$ cat src/rtl/pg_operand_stage.sv
// Operand-intake stage in front of the 5-bit prefix carry network.
//
// Accepts operand pairs over valid/ready and turns subtract into add
// (B inverted, carry-in forced to 1). It computes bitwise generate and
// propagate, then folds the effective carry-in into G[0]. As a result,
// the network's C[0] = G[0] is the true carry out of bit 0.
//
// Results are held in an output register (OR) plus one skid entry (SK).
// in_ready comes straight from state, so it never depends on out_ready.
//
// Ports
//   clk, rst        rising-edge clock, synchronous active-high reset
//   in_valid/ready  input handshake; in_a, in_b, in_cin, in_sub carry the beat
//   out_valid/ready output handshake; g_out (carry-folded), p_out, cin_out
//   txn_count       accepted input beats, modulo 2^CNT_W
module pg_operand_stage #(
  parameter int unsigned WIDTH = 5,
  parameter int unsigned CNT_W = 16
) (
  input  logic             clk,
  input  logic             rst,
  input  logic             in_valid,
  output logic             in_ready,
  input  logic [WIDTH-1:0] in_a,
  input  logic [WIDTH-1:0] in_b,
  input  logic             in_cin,
  input  logic             in_sub,
  output logic             out_valid,
  input  logic             out_ready,
  output logic [WIDTH-1:0] g_out,
  output logic [WIDTH-1:0] p_out,
  output logic             cin_out,
  output logic [CNT_W-1:0] txn_count
);

  localparam int unsigned EntW = 2 * WIDTH + 1;

  // Encoding is {OR_valid, SK_valid}.
  typedef enum logic [1:0] {
    StEmpty = 2'b00,
    StOne   = 2'b10,
    StFull  = 2'b11
  } state_e;

  state_e            state_q, state_d;
  logic [EntW-1:0]   or_q, or_d;   // {cin, p, g}
  logic [EntW-1:0]   sk_q, sk_d;
  logic [CNT_W-1:0]  cnt_q, cnt_d;

  logic [WIDTH-1:0]  b_eff, g_new, p_new;
  logic              c_eff;
  logic [EntW-1:0]   new_ent;
  logic              accept, fire;

  always_comb begin
    b_eff    = in_sub ? ~in_b : in_b;
    c_eff    = in_sub | in_cin;
    g_new    = in_a & b_eff;
    p_new    = in_a ^ b_eff;
    g_new[0] = g_new[0] | (p_new[0] & c_eff);
    new_ent  = {c_eff, p_new, g_new};
  end

  assign in_ready  = (state_q != StFull);
  // Masked during reset so nothing is handed downstream in the reset cycle.
  assign out_valid = (state_q != StEmpty) && !rst;
  assign accept    = in_valid && in_ready;
  assign fire      = out_valid && out_ready;

  assign g_out     = or_q[WIDTH-1:0];
  assign p_out     = or_q[2*WIDTH-1:WIDTH];
  assign cin_out   = or_q[EntW-1];
  assign txn_count = cnt_q;

  always_comb begin
    state_d = state_q;
    or_d    = or_q;
    sk_d    = sk_q;
    cnt_d   = accept ? cnt_q + CNT_W'(1) : cnt_q;
    case (state_q)
      StEmpty: begin
        if (accept) begin
          state_d = StOne;
          or_d    = new_ent;
        end
      end
      StOne: begin
        if (accept && fire) begin
          or_d = new_ent;
        end else if (accept) begin
          state_d = StFull;
          sk_d    = new_ent;
        end else if (fire) begin
          state_d = StEmpty;
        end
      end
      StFull: begin
        if (fire) begin
          state_d = StOne;
          or_d    = sk_q;
        end
      end
      default: state_d = StEmpty;
    endcase
  end

  always_ff @(posedge clk) begin
    if (rst) begin
      state_q <= StEmpty;
      or_q    <= '0;
      sk_q    <= '0;
      cnt_q   <= '0;
    end else begin
      state_q <= state_d;
      or_q    <= or_d;
      sk_q    <= sk_d;
      cnt_q   <= cnt_d;
    end
  end

endmodule
$ cat config.mk
export PLATFORM = sky130hd
export DESIGN_NAME = pg_operand_stage
export DESIGN_NICKNAME = d
export VERILOG_FILES = /design/src/rtl/pg_operand_stage.sv
export SDC_FILE = /design/constraint.sdc
export NUM_CORES = 1
export LEC_CHECK = 0
export BUFFER_PORTS_ARGS = -buffer_cell sky130_fd_sc_hd__clkbuf_2
export CAP_MARGIN = 20
export CORE_MARGIN = 2
export CORE_UTILIZATION = 45
export DETAILED_ROUTE_END_ITERATION = 8
export PLACE_DENSITY = 0.77
export RECOVER_POWER = 100
export SLEW_MARGIN = 25
export SYNTH_ARGS = -nofsm -noshare
export SYNTH_HDL_FRONTEND = slang
export SYNTH_SLANG_ARGS = --single-unit
$ cat constraint.sdc
create_clock -name clk -period 2.15 [get_ports clk]
set_input_delay 0.645 -clock clk [delete_from_list [all_inputs] [get_ports clk]]
set_output_delay 0.645 -clock clk [all_outputs]
set_load 0.005 [all_outputs]
==> impl_metrics.tcl <==
set metrics [dict create \
    syn_avg_cell_area_um2 8.965 \
    num_rows 24 \
    critPathKind "reg2out" \
    grt_pass1_vias 1529 \
    yosys.area_share.simple_pct 22.80 \
    ir_worst_vdd_mv 0.4964 \
    grt_pass1_wl_um 6872 \
    outcome "completed" \
    clock_path_buffers 2 \
    required_ns 1.50 \
    cts-resized-gates 0 \
    synth_xor_area_share_pct 6.978 \
    drive_above_1_share_pct 20.22 \
    use_met2_pct 27.41 \
    syn_inst 224 \
    worst_pin_slew_ns 0.3904 \
    clk_pin_slew_ns 0.09 \
    synth_nets 250 \
    synth.yosys.seq_area_share_pct 39.88 \
    ctsHoldBuffers 0 \
    die_w_um 70.80 \
    drt_iter0_markers 95 \
    power_density_nw_per_um2 872.6 \
    met1_usage_pct 21.02 \
    setup_tns_ns 0 \
    route.antenna.remaining_nets 0 \
    synth_compound_area_share_pct 13.71 \
    ys.flop_type "dfxtp_1" \
    yosysWarnings 0 \
    track_usage_pct 17.03 \
    drv_slew 0 \
    rsz0062_at_grt "no" \
    muxShareOfSynthArea_pct 5.981 \
    gr-max-usage-layer "met2" \
    gr-total-overflow 0 \
    cts_tree "done" \
    yosys.area.top_type_share_pct 39.88 \
    max_slew_margin_pct 73.97 \
    dp_cells 316 \
    critical_path.startpoint "state_q[0]" \
    synth_cell_types 38 \
    synthesis.area_um2 2008 \
    hpwl_um 2938 \
    firstDrtPassIters 4 \
    num_vias 1720 \
    yosys-top-cells-area "dfxtp_1 40%, ha_1 6.2%, mux2i_1 6.0%" \
    wl_per_cell_um 12.57 \
    yosysTopAreaCell "dfxtp_1" \
    min_period_ns 2.037 \
    use_met3_pct 6.125 \
    numCtsBuffers 5 \
    r2r.worst_path.cells 6 \
    r2r_slack_ns 0.16 \
    hold_viol 0 \
    die_y_um 70.80 \
    r2r_start "state_q[0]" \
    fmax_mhz 490.9 \
    cts_root_buf "clkbuf_8" \
    synthAdderAreaFrac_pct 6.231 \
    crit_path_end_kind "output port" \
    postCtsSetupBuffers 0 \
    remaining_drc_errors 0 \
    area_growth_pct 17.26 \
    synth-seq-cells 40 \
    start_util_pct 46.44 \
    rr_endpoint "or_q[10]" \
    grt_antenna_before_repair 0 \
    finalPower_mw 2.055 \
    placeableCoreArea_um2 4324 \
    htreeDepth 2 \
    synth_enable_flop_cells 0 \
    cp_max_fo 9 \
    min_from "sk_q[4]" \
    clock_sinks 40 \
    port_buffers 44 \
    vias_per_cell 5.309 \
    max-cap-violations 0 \
    num_antenna_cells 0 \
    p_leak_nw 0.9529 \
    grt_start_max_net_pins 25 \
    finalCritPeriodShare_pct 94.75 \
    crit_path_start_kind "register" \
    num_io_pins 45 \
    cp.arrival_ns 1.39 \
    finalSetupViolations 0 \
    synth_top_family_by_area "simple AND/OR/NAND/NOR gates" \
    synth_common_cells "40 x dfxtp_1, 28 x nand2_1, 28 x nor2_1" \
    gp_congestion 0.8040 \
    endpoint "in_ready" \
    finalNonFillerCells 324 \
    synth_most_common_cell "dfxtp_1" \
    die_area_um2 5013 \
    fin_nets 297 \
    totalWireLength_um 4073 \
    skew_ns 0.004929 \
    ys_async_sr_fraction_pct 0 \
    clock_latency_ns 0.30 \
    hold_class "reg2reg" \
]
routing by layer:
metal	part of all wire, %	wire [µm]
met1	46	1867
met2	47	1915
met3	5.3	216
met4	1.8	74
met5	0	0
report_power, final:
part,internal (mW),total (mW),switching (mW)
registers,0.845,0.908,0.0630
logic,0.224,0.509,0.285
clock network,0.350,0.638,0.289
total,1.42,2.05,0.636
worst min path at each step:
stage	endpoint	depth (start not counted)	slack, ns
after floorplan	sk_q[1]	2	0.44
after global placement	sk_q[4]	2	0.44
after detailed placement	sk_q[7]	2	0.45
after CTS	sk_q[7]	2	0.46
after global routing	sk_q[4]	2	0.48
final	sk_q[4]	2	0.46
worst max-delay path, cell delays in order, from the launching register on:
cell and delay (ns):
dfxtp_1 0.37, ha_2 0.27, clkbuf_4 0.25, inv_1 0.08, clkbuf_2 0.12
registers in the layout, summed over array words and instances, names as in the netlist:
name	flops
state_q	2
or_q	11
txn_count	16
sk_q	11
metrics by stage:
stage / cell area [µm²] / setup slack (ns) / hold WS [ns] / utilization (%)
2_1_floorplan: 2008 / 0.1353 / 0.4360 / -
3_3_place_gp: 2276 / 0.2128 / 0.4414 / 52.63
3_5_place_dp: 2276 / 0.1834 / 0.4478 / 52.63
4_1_cts: 2391 / 0.04645 / 0.4600 / 55.30
5_1_grt: 2355 / 0.02837 / 0.4792 / 54.46
6_report: 2355 / 0.1129 / 0.4573 / 54.46
cell families (layout without fill, tap and decap cells):
kind of cell / Yosys count / after routing
buffers and inverters: 17 / 65
adder cells (fa/ha/maj): 10 / 10
AO/OA/AOI/OAI: 41 / 41
XOR/XNOR: 16 / 16
AND/OR/NAND/NOR: 88 / 88
multiplexers: 12 / 12
flip-flops: 40 / 40
cell type report:
type	count	area, µm²
clock buffers	5	68.82
clock inverters	3	46.29
well taps	52	65.06
repair buffers	50	254.0
inverters	7	26.28
flip-flops and latches	40	800.8
fillers	424	1969
multi-input cells	167	1094
layout by cell type (no fill, tap or decap), drive strengths merged, types with 6 or more instances in the layout:
| master | count |
|---|---|
| nand2 | 29 |
| nand4 | 6 |
| clkbuf | 51 |
| a221oi | 9 |
| mux2i | 12 |
| xor2 | 10 |
| xnor2 | 6 |
| nor2 | 29 |
| dfxtp | 40 |
| o21ai | 7 |
| inv | 8 |
| ha | 10 |
| a21oi | 16 |
Power figures use the tool's default switching activity.
